**config.mk**
```make
export PLATFORM = sky130hd
export DESIGN_NAME = rs_multi_issue_select
export DESIGN_NICKNAME = d
export VERILOG_FILES = /design/src/rtl/rs_multi_issue_select_pkg.sv /design/src/rtl/rs_age_matrix.sv /design/src/rtl/rs_multi_issue_select.sv
export SDC_FILE = /design/constraint.sdc
export NUM_CORES = 1
export LEC_CHECK = 0
export BUFFER_PORTS_ARGS = -buffer_cell sky130_fd_sc_hd__buf_2
export CORE_MARGIN = 8
export CORE_UTILIZATION = 46
export DETAILED_ROUTE_END_ITERATION = 8
export PLACE_DENSITY = 0.77
export SLEW_MARGIN = 20
export SYNTH_ARGS = -nofsm -noshare
export SYNTH_HDL_FRONTEND = slang
export SYNTH_HIERARCHICAL = 1
export SYNTH_SLANG_ARGS = --single-unit
```
**constraint.sdc**
```tcl
create_clock -name clk -period 3.9 [get_ports clk]
set_clock_uncertainty 0.05 [all_clocks]
set_input_delay 0.195 -clock clk [delete_from_list [all_inputs] [get_ports clk]]
set_output_delay 0.195 -clock clk [all_outputs]
set_load 0.02 [all_outputs]
```
**src/rtl/rs_multi_issue_select_pkg.sv**
```systemverilog
// Shared sizing and types for the reservation-station select stage.
package rs_multi_issue_select_pkg;

    localparam int RS_ENTRIES  = 16;
    localparam int ISSUE_WIDTH = 2;
    localparam int RS_IDX_W    = $clog2(RS_ENTRIES);

    typedef logic [RS_IDX_W-1:0]    rs_idx_t;
    typedef logic [RS_ENTRIES-1:0]  rs_mask_t;
    typedef logic [ISSUE_WIDTH-1:0] rs_port_t;

    function automatic rs_mask_t rs_onehot(input rs_idx_t idx);
        rs_mask_t m;
        m      = '0;
        m[idx] = 1'b1;
        return m;
    endfunction

endpackage

```
**src/rtl/rs_age_matrix.sv**
```systemverilog
// Age matrix for oldest-first select. older[i][j]=1 means entry i is older
// than entry j. Also answers the per-port oldest-of-candidates chain so the
// top only has to hand over the eligible mask and port readiness.
module rs_age_matrix
    import rs_multi_issue_select_pkg::*;
(
    input  logic                       clk,
    input  logic                       rst,
    input  logic                       flush,
    input  logic                       alloc_en,
    input  rs_idx_t                    alloc_idx,
    input  rs_mask_t                   cand,
    input  rs_port_t                   port_ready,
    output rs_port_t                   sel_vld,
    output rs_idx_t [ISSUE_WIDTH-1:0]  sel_idx
);

    rs_mask_t [RS_ENTRIES-1:0] older;
    rs_mask_t [RS_ENTRIES-1:0] older_nxt;
    rs_mask_t                  rem;

    // New allocation becomes youngest: every other entry is older than it,
    // and it is older than nobody. Rows of free entries are stale but never
    // consulted, and get cleared on their own allocation.
    always_comb begin
        older_nxt = older;
        if (alloc_en) begin
            for (int j = 0; j < RS_ENTRIES; j++)
                older_nxt[j][alloc_idx] = 1'b1;
            older_nxt[alloc_idx] = '0;
        end
    end

    // Matrix register, cleared by reset or flush
    always_ff @(posedge clk or posedge rst) begin
        if (rst)        older <= '0;
        else if (flush) older <= '0;
        else            older <= older_nxt;
    end

    // Ports in order: a ready port takes the candidate no other candidate
    // is older than, then removes it from the pool for later ports.
    always_comb begin
        logic blocked;
        rem     = cand;
        sel_vld = '0;
        sel_idx = '0;
        for (int p = 0; p < ISSUE_WIDTH; p++) begin
            if (port_ready[p]) begin
                for (int i = 0; i < RS_ENTRIES; i++) begin
                    blocked = 1'b0;
                    for (int j = 0; j < RS_ENTRIES; j++)
                        blocked = blocked | (rem[j] & older[j][i]);
                    if (rem[i] && !blocked && !sel_vld[p]) begin
                        sel_vld[p] = 1'b1;
                        sel_idx[p] = rs_idx_t'(i);
                    end
                end
                if (sel_vld[p]) rem[sel_idx[p]] = 1'b0;
            end
        end
    end

endmodule

```
**src/rtl/rs_multi_issue_select.sv**
```systemverilog
// Multi-issue select: each cycle picks up to ISSUE_WIDTH eligible entries
// and registers one grant per ready port. Tracks valid/in-flight entries.
// Build option RS_AGE_SELECT_EN: oldest-first via rs_age_matrix; without it
// priority is fixed, lowest index first.
module rs_multi_issue_select
    import rs_multi_issue_select_pkg::*;
(
    input  logic                            clk,
    input  logic                            rst,
    input  logic                            flush,
    input  logic                            alloc_en,
    input  logic [RS_IDX_W-1:0]             alloc_idx,
    input  logic [RS_ENTRIES-1:0]           dealloc_mask,
    input  logic [RS_ENTRIES-1:0]           request_vector,
    input  logic [ISSUE_WIDTH-1:0]          port_ready,
    output logic [ISSUE_WIDTH-1:0]          grant_en,
    output logic [ISSUE_WIDTH*RS_IDX_W-1:0] grant_index,
    output logic [RS_ENTRIES-1:0]           inflight_mask
);

    rs_mask_t                  valid;
    rs_mask_t                  inflight;
    rs_mask_t                  cand;
    rs_mask_t                  gnt_mask;
    rs_mask_t                  alloc_oh;
    rs_port_t                  sel_vld;
    rs_idx_t [ISSUE_WIDTH-1:0] sel_idx;
    rs_idx_t [ISSUE_WIDTH-1:0] gidx_q;

    assign cand          = request_vector & valid & ~inflight;
    assign alloc_oh      = alloc_en ? rs_onehot(alloc_idx) : '0;
    assign inflight_mask = inflight;
    assign grant_index   = gidx_q;

`ifdef RS_AGE_SELECT_EN
    rs_age_matrix u_age (
        .clk        (clk),
        .rst        (rst),
        .flush      (flush),
        .alloc_en   (alloc_en),
        .alloc_idx  (alloc_idx),
        .cand       (cand),
        .port_ready (port_ready),
        .sel_vld    (sel_vld),
        .sel_idx    (sel_idx)
    );
`else
    rs_mask_t rem;

    // Fixed priority: each ready port takes the lowest remaining index
    always_comb begin
        rem     = cand;
        sel_vld = '0;
        sel_idx = '0;
        for (int p = 0; p < ISSUE_WIDTH; p++) begin
            if (port_ready[p]) begin
                for (int i = 0; i < RS_ENTRIES; i++) begin
                    if (rem[i] && !sel_vld[p]) begin
                        sel_vld[p] = 1'b1;
                        sel_idx[p] = rs_idx_t'(i);
                    end
                end
                if (sel_vld[p]) rem[sel_idx[p]] = 1'b0;
            end
        end
    end
`endif

    // Entries picked this cycle, to be marked in-flight
    always_comb begin
        gnt_mask = '0;
        for (int p = 0; p < ISSUE_WIDTH; p++)
            if (sel_vld[p]) gnt_mask[sel_idx[p]] = 1'b1;
    end

    // Entry state: grants set in-flight, then dealloc, then alloc (so a
    // same-cycle dealloc+alloc leaves the entry valid and not in flight)
    always_ff @(posedge clk or posedge rst) begin
        if (rst) begin
            valid    <= '0;
            inflight <= '0;
        end else if (flush) begin
            valid    <= '0;
            inflight <= '0;
        end else begin
            valid    <= (valid & ~dealloc_mask) | alloc_oh;
            inflight <= (inflight | gnt_mask) & ~dealloc_mask & ~alloc_oh;
        end
    end

    // Grant registers; an idle port keeps its last index
    always_ff @(posedge clk or posedge rst) begin
        if (rst) begin
            grant_en <= '0;
            gidx_q   <= '0;
        end else if (flush) begin
            grant_en <= '0;
            gidx_q   <= '0;
        end else begin
            grant_en <= sel_vld;
            for (int p = 0; p < ISSUE_WIDTH; p++)
                if (sel_vld[p]) gidx_q[p] <= sel_idx[p];
        end
    end

`ifndef SYNTHESIS
    // Dispatch must never re-allocate a live entry that is not freed this cycle
    always @(posedge clk) begin
        if (!rst && !flush && alloc_en)
            assert (!(valid[alloc_idx] && !dealloc_mask[alloc_idx]));
    end
`endif

endmodule

```
==> out/qor.csv, run 1 <==
stage,metric,value,unit
run_status,status,completed,
sta,Worst slew margin,49.11,%
floorplanning,full die area,9828,µm²
clock_network,CTS Sinks,42,
sta,fin. max-slew vios,0,
worst_setup_path,R2R Path Start,inflight_mask[4],
sta,worst slew pin tran,763.3,ps
power,Seq pwr share,48.8,%
power,LEAKAGE,1.818,nW
route,via count,3080,
power,P_int,0.0006299,W
power,switching share of power,31.49,%
placed_design,DP HPWL,8.183,mm
global_route,first-pass GRT wire length,16.40,mm
route,DRT iter0 DRCs,264,
route,Routed WL,10.27,mm
power,combinational share of power,18.9,%
clock_network,H-tree levels,2,
power,Final Power,0.0009194,W
worst_setup_path,startpoint class of the critical path,register,
yosys,"FF+latch count, synth",42,
finish,final antenna diode count,0,
power,power density of the placed cells,249.9,nW/µm²
floorplanning,core box area,6756,µm²
min_path,hold path cells,2,
placed_design,PortBufs,67,
worst_setup_path,FF-to-FF setup slack,470,ps
route,drt first pass iters,5,
sta,"Setup violations, final",0,
finish,layout cell share with drive strength beyond 1,29.63,%
clock_network,Max clock buf depth,2,
clock_network,Num CTS Buffers,5,
power,clock network fraction of design power,32.3,%
yosys,synth unique cells,76,
clock_network,postcts setup bufs,0,
worst_setup_path,CP Class,register to register,
run,max cap viols,0,
sta,Final Hold Slack,9.088,ps
sta,Fmax achieved,0.2914,GHz
yosys,sequential area share after synthesis,33.06,%
yosys,number of synthesized flops with an enable pin,0,
min_path,worst hold-check path type,input port to register,
clock_network,post-cts resize count,0,
route,DR DRC count,0,
yosys,Synth Instances,336,
min_path,HP Start,dealloc_mask[13],
finish,Layout fillers,665,
sta,unrepaired setup endpoints after global routing,false,
worst_setup_path,Critical R2R Capture,inflight_mask[8],
worst_setup_path,CP startpoint,inflight_mask[4],
floorplanning,Starting Density,47.06,%
worst_setup_path,Worst EP arrival,3620,ps
yosys,ys flop type,dfrtp_1,
clock_network,CTS tree,built,
global_route,antenna violations before repair,0,
yosys,asr flop ratio synth,100.0,%
placed_design,gpl congestion,1.010,
floorplanning,Die Y,99.14,µm
floorplanning,row cnt,30,
global_route,vias in the first global route,3125,
clock_network,Worst-Skew Late Latency,300,ps
min_path,Hold Crit Endpoint,inflight_mask[13],
power,Max VDD drop,111.0,µV
worst_setup_path,R2R depth,10,
worst_setup_path,crit path max fanout,9,
worst_setup_path,nature of the critical path endpoint,register,
global_route,Global Route Usage Sum,20.85,%
route,drt wl/cell,21.18,µm
finish,NumNets Final,446,
sta,post-layout minimum cycle time,3432,ps
global_route,largest net degree at the start of global routing,43,
clock_network,"CTS clk-pin slew, worst paths",90,ps
global_route,grt total ovfl,0,
sta,final hold vios,0,
yosys,post-synthesis average cell area,9.462,µm²
worst_setup_path,CP Data Required Time,4090,ps
power,Psw,0.0002895,W
route,Vias/cell,6.351,
yosys,post-synthesis cell area,3179,µm²
floorplanning,die width,99.14,µm
yosys,count of warnings emitted by yosys,6,
clock_network,CTS root buf,clkbuf_8,
sta,"Period Utilization, post-route",88.01,%
floorplanning,I/O pins,68,
sta,Setup TNS,0,ps
route,ANT nets after route,0,
yosys,"Net Count, Synth",378,
finish,"Area growth, synth to finish",15.70,%
-- synthesized netlist by cell type (all sizes together), types with 3 or more instances --
library cell | n | area (µm²)
a21oi | 28 | 143.9
o21ai | 12 | 71.32
dfrtp | 42 | 1051
and3 | 8 | 51.30
nor4 | 6 | 95.09
a2111oi | 5 | 72.57
nor2b | 6 | 37.54
o41ai | 3 | 26.28
a41oi | 4 | 53.81
a311oi | 7 | 67.56
nand3 | 10 | 50.05
and3b | 15 | 142.6
o311a | 7 | 70.07
buf | 6 | 47.54
and4 | 4 | 36.29
nand3b | 16 | 190.2
clkbuf | 5 | 18.77
inv | 6 | 22.52
nor2 | 42 | 160.2
nor3 | 9 | 50.05
o31ai | 5 | 65.06
a31oi | 5 | 31.28
nand4 | 10 | 92.59
nand2 | 25 | 93.84
nand2b | 12 | 75.07
o211ai | 3 | 22.52
-- worst max path at each step --
stage                     slack, ps  cells past startpoint           endpoint
final                           470                     10   inflight_mask[8]
after CTS                       480                     10   inflight_mask[8]
after floorplan                 900                     11   inflight_mask[7]
after detailed placement        500                     10   inflight_mask[8]
after global placement          480                     10   inflight_mask[8]
after global routing            310                     10  inflight_mask[12]
-- power groups by stage --
stage / Clock, W / Combinational (W) / Sequential, W
2_1_floorplan: 0 / 0.000102 / 0.000465
3_3_place_gp: 0 / 0.000171 / 0.000457
3_5_place_dp: 0 / 0.000172 / 0.000458
4_1_cts: 0.000307 / 0.000173 / 0.000449
5_1_grt: 0.000314 / 0.000190 / 0.000450
6_report: 0.000297 / 0.000174 / 0.000449
-- worst max-delay path, stage by stage, from the launching register on --
cell      delay (ps)
dfrtp_1          410
nand3b_4         210
nand4_4          190
nor4_4           500
or3_1            410
o31ai_4          150
a21o_1           240
and3_2           220
a22o_4           290
o41ai_1          460
and3_1           210
-- state kept, by name, indices dropped and copies added (netlist names) --
signal         count
inflight_mask     16
grant_index        8
valid             16
grant_en           2
-- per-layer routing --
metal,track usage (%),part of all wire [%],vias up
met5,0,0,-
met4,7.334,2.8,0
met3,3.212,5.2,23
met2,36.02,49,130
met1,25.70,43,1488
li1,-,-,1439
-- cell usage in the layout (no fill, tap or decap), types with 3 or more instances in the layout --
master     netlist  layout
nand3_1         10      10
o21ai_2          3       3
nor3_1           8       8
buf_4            2       4
dfrtp_1         42      42
a311oi_1         6       6
and3b_2          3       3
buf_2            2      67
nor2b_1          6       6
nand3b_1         9       9
a41oi_1          3       3
nor4_4           3       3
clkbuf_8         0       5
nand4_1          8       8
o211ai_1         3       3
a21oi_1         27      27
and4_1           3       3
nand3b_4         5       5
nor2_1          41      41
o21ai_0          5       5
a2111oi_1        3       3
and3b_1         10      10
and3_1           7       7
o21ai_1          4       4
o41ai_1          3       3
nand2b_1        12      12
o31ai_1          3       3
o311a_1          7       7
nand2_1         25      25
inv_1            6       5
a31oi_1          5       5
-- cells by family (layout without fill, tap and decap cells) --
logic type | Yosys count | count (layout) | synth area share [%]
DFF | 42 | 42 | 33.06
AOI/OAI and AO/OA | 104 | 104 | 27.79
buffers and inverters | 17 | 86 | 2.794
xor gates and xnor gates | 1 | 1 | 0.2755
muxes | 2 | 2 | 0.6297
and+or+nand+nor | 170 | 170 | 35.46
-- timing repair --
action,4_1_cts,5_1_grt
endpoints found under the setup margin,0,0
endpoints found under the hold margin,42,0
hold buffers,1,0
-- through the flow --
stage                     std cells  worst slack [ps]  cell area (µm²)  util, %
final                           485             467.7             3679    54.44
after global routing            485             308.6             3679    54.44
after CTS                       485             476.3             3679    54.44
after detailed placement        476             499.3             3578    52.96
after global placement          476             484.3             3578    52.96
after floorplan                 336             901.4             3179        -
-- area by class of cell --
cell class	instances	area [µm²]	area share [%]
repair buffers	72	375.4	10.20
well taps	80	100.1	2.721
multi-input cells	277	2039	55.44
clock buffers	5	68.82	1.871
clock inverters	3	21.27	0.5782
flip-flops and latches	42	1051	28.57
inverters	6	22.52	0.6122
(Power assumes the default switching activity.)
==> inputs of run 2 (changes only) <==
HOLD_SLACK_MARGIN = 0.03   (was unset)
clock period = 4.4 ns   (was 3.9 ns; I/O delays follow)
==> run 2 against run 1 <==
Net effect: critical path depth did not move; fmax fell by 0.49%; setup slack improved by 480 ps; first-iteration DRC count rose by 34%; clock power fell by 12%; final area fell by 0.41%; core utilization fell by 0.22 points; worst hold slack improved by 21 ps; critical path type unchanged.
==> out/qor.csv, run 2 (same netlist as run 1, synthesis figures left out) <==
stage,metric,value,unit,change
global_route,grt total ovfl,0,,unchanged
worst_setup_path,Worst EP arrival,3590,ps,was 3620 ps
route,DRT iter0 DRCs,354,,was 264
min_path,Hold Crit Endpoint,inflight_mask[5],,was inflight_mask[13]
sta,Setup TNS,0,ps,unchanged
global_route,vias in the first global route,3207,,was 3125
min_path,HP Start,dealloc_mask[5],,was dealloc_mask[13]
finish,Layout fillers,645,,was 665
finish,NumNets Final,444,,was 446
power,Max VDD drop,125.3,µV,was 111.0 µV
route,DR DRC count,0,,unchanged
finish,final antenna diode count,0,,unchanged
route,Routed WL,10.40,mm,was 10.27 mm
sta,unrepaired setup endpoints after global routing,false,,unchanged
placed_design,Post-Place Cells,474,,was 476
worst_setup_path,FF-to-FF setup slack,950,ps,was 470 ps
placed_design,DP HPWL,8.173,mm,was 8.183 mm
worst_setup_path,"slowest stage delay, CP",530,ps,was 500 ps
route,ANT nets after route,0,,unchanged
sta,final hold vios,0,,unchanged
route,met1 wire length,4.408,mm,was 4.438 mm
finish,Multi-input gate area,2039,µm²,unchanged
sta,fin. max-slew vios,0,,unchanged
worst_setup_path,CP Class,register to register,,unchanged
route,drt wl/cell,21.52,µm,was 21.18 µm
finish,Reg area,1051,µm²,unchanged
global_route,antenna violations before repair,0,,unchanged
clock_network,H-tree levels,2,,unchanged
route,met3 wire length,764,µm,was 531 µm
placed_design,"Cell Area, Placed",3563,µm²,was 3578 µm²
worst_setup_path,crit path max fanout,7,,was 9
placed_design,gpl congestion,1.001,,was 1.010
clock_network,CTS root buf,clkbuf_8,,unchanged
clock_network,"CTS clk-pin slew, worst paths",90,ps,about the same
finish,"Cell Count, Final, Fillers Out",483,,was 485
clock_network,postcts setup bufs,0,,unchanged
power,LEAKAGE,1.809,nW,was 1.818 nW
finish,"commonest non-fill, non-tap cell in the layout",buf_2,,unchanged
finish,most frequent cells in the layout,"67 x buf_2, 42 x dfrtp_1, 41 x nor2_1",,unchanged
floorplanning,Die Y,99.14,µm,unchanged
worst_setup_path,startpoint class of the critical path,register,,unchanged
route,via count,3099,,was 3080
placed_design,PortBufs,67,,unchanged
run,max cap viols,0,,unchanged
global_route,largest net degree at the start of global routing,43,,unchanged
sta,Fmax achieved,0.2899,GHz,was 0.2914 GHz
global_route,first-pass GRT wire length,16.68,mm,was 16.40 mm
route,Vias/cell,6.416,,was 6.351
clock_network,Worst-Skew Late Latency,310,ps,was 300 ps
power,power density of the placed cells,221.6,nW/µm²,was 249.9 nW/µm²
sta,Worst slew margin,48.68,%,was 49.11%
worst_setup_path,R2R Path Start,inflight_mask[6],,was inflight_mask[4]
clock_network,Max clock buf depth,2,,unchanged
sta,"Setup violations, final",0,,unchanged
worst_setup_path,nature of the critical path endpoint,register,,unchanged
run_status,status,completed,,unchanged
route,met2 WL post-DR,5.079,mm,was 5.018 mm
floorplanning,row cnt,30,,unchanged
finish,layout cell share with drive strength beyond 1,29.28,%,was 29.63%
clock_network,Num CTS Buffers,5,,unchanged
worst_setup_path,CP Data Required Time,4540,ps,was 4090 ps
clock_network,CTS Sinks,42,,unchanged
floorplanning,full die area,9828,µm²,unchanged
global_route,Global Route Usage Sum,21.18,%,was 20.85%
worst_setup_path,CP max stage cell,or3_1,,was nor4_4
min_path,hold path cells,2,,unchanged
floorplanning,die width,99.14,µm,unchanged
floorplanning,core box area,6756,µm²,unchanged
clock_network,hold buffers post-CTS,1,,unchanged
finish,"Area growth, synth to finish",15.23,%,was 15.70%
finish,post-route cell area,3664,µm²,was 3679 µm²
floorplanning,I/O pins,68,,unchanged
sta,worst slew pin tran,769.8,ps,was 763.3 ps
route,drt first pass iters,5,,unchanged
sta,"Period Utilization, post-route",78.39,%,was 88.01%
min_path,worst hold-check path type,input port to register,,unchanged
clock_network,post-cts resize count,0,,unchanged
floorplanning,Starting Density,47.06,%,unchanged
clock_network,CTS tree,built,,unchanged
route,Top Layer Used,met4,,unchanged
worst_setup_path,R2R depth,10,,unchanged
worst_setup_path,worst path cell trace,nand3b_2 > nand4_4 > nor4_4 > or3_1 > o31ai_4 > o211ai_1 > a311oi_2 > or2_1 > a311oi_1 > a2111oi_1,,was nand3b_4 > nand4_4 > nor4_4 > or3_1 > o31ai_4 > a21o_1 > and3_2 > a22o_4 > o41ai_1 > and3_1
sta,post-layout minimum cycle time,3449,ps,was 3432 ps
worst_setup_path,Critical R2R Capture,inflight_mask[4],,was inflight_mask[8]
sta,Final Hold Slack,30.12,ps,was 9.088 ps
==> run 2: report_power, final <==
group / internal, W / leakage, nW / total [W] / switching, W
sequential: 0.000393 / 0.584 / 0.000398 / 0.00000485
clock: 0.000112 / 0.0441 / 0.000260 / 0.000148
combinational: 0.0000526 / 1.18 / 0.000154 / 0.000101
total: 0.000557 / 1.81 / 0.000812 / 0.000254
==> run 2: final cells by class <==
cell class	instances	area share [%]
sequential	42	28.69
timing repair buffer	70	9.836
clock buffer	5	1.878
clock inverter	3	0.5806
inverter	6	0.6148
multi-input combinational	277	55.67
tap	80	2.732
==> run 2: worst max-delay path by stage <==
stage | from | to | slack [ps] | cells after the start
after floorplan | inflight_mask[4] | inflight_mask[7] | 1400 | 11
after global placement | inflight_mask[6] | inflight_mask[12] | 1000 | 10
after detailed placement | inflight_mask[6] | inflight_mask[4] | 1040 | 10
after CTS | inflight_mask[6] | inflight_mask[12] | 1000 | 10
after global routing | inflight_mask[10] | inflight_mask[12] | 710 | 10
final | inflight_mask[6] | inflight_mask[4] | 950 | 10
==> run 2: layer usage <==
| layer | up-vias | track usage, % |
|---|---|---|
| met5 | - | 0 |
| met4 | 0 | 5.704 |
| met3 | 16 | 3.980 |
| met2 | 136 | 36.33 |
| met1 | 1504 | 26.50 |
| li1 | 1443 | - |
==> run 2: worst max-delay path: cells and delay by family, from the launching register on <==
kind               cells  cell delay, ps
and+or+nand+nor        5            1440
AOI/OAI and AO/OA      5            1430
DFF                    1             420
==> run 2: through the flow <==
| stage | util, % | power [W] | setup WS [ps] |
|---|---|---|---|
| after floorplan | - | 0.0005022 | 1401 |
| after global placement | 52.74 | 0.0005558 | 997.0 |
| after detailed placement | 52.74 | 0.0005573 | 1040 |
| after CTS | 54.22 | 0.0008147 | 996.6 |
| after global routing | 54.22 | 0.0008479 | 713.3 |
| final | 54.22 | 0.0008117 | 951.0 |
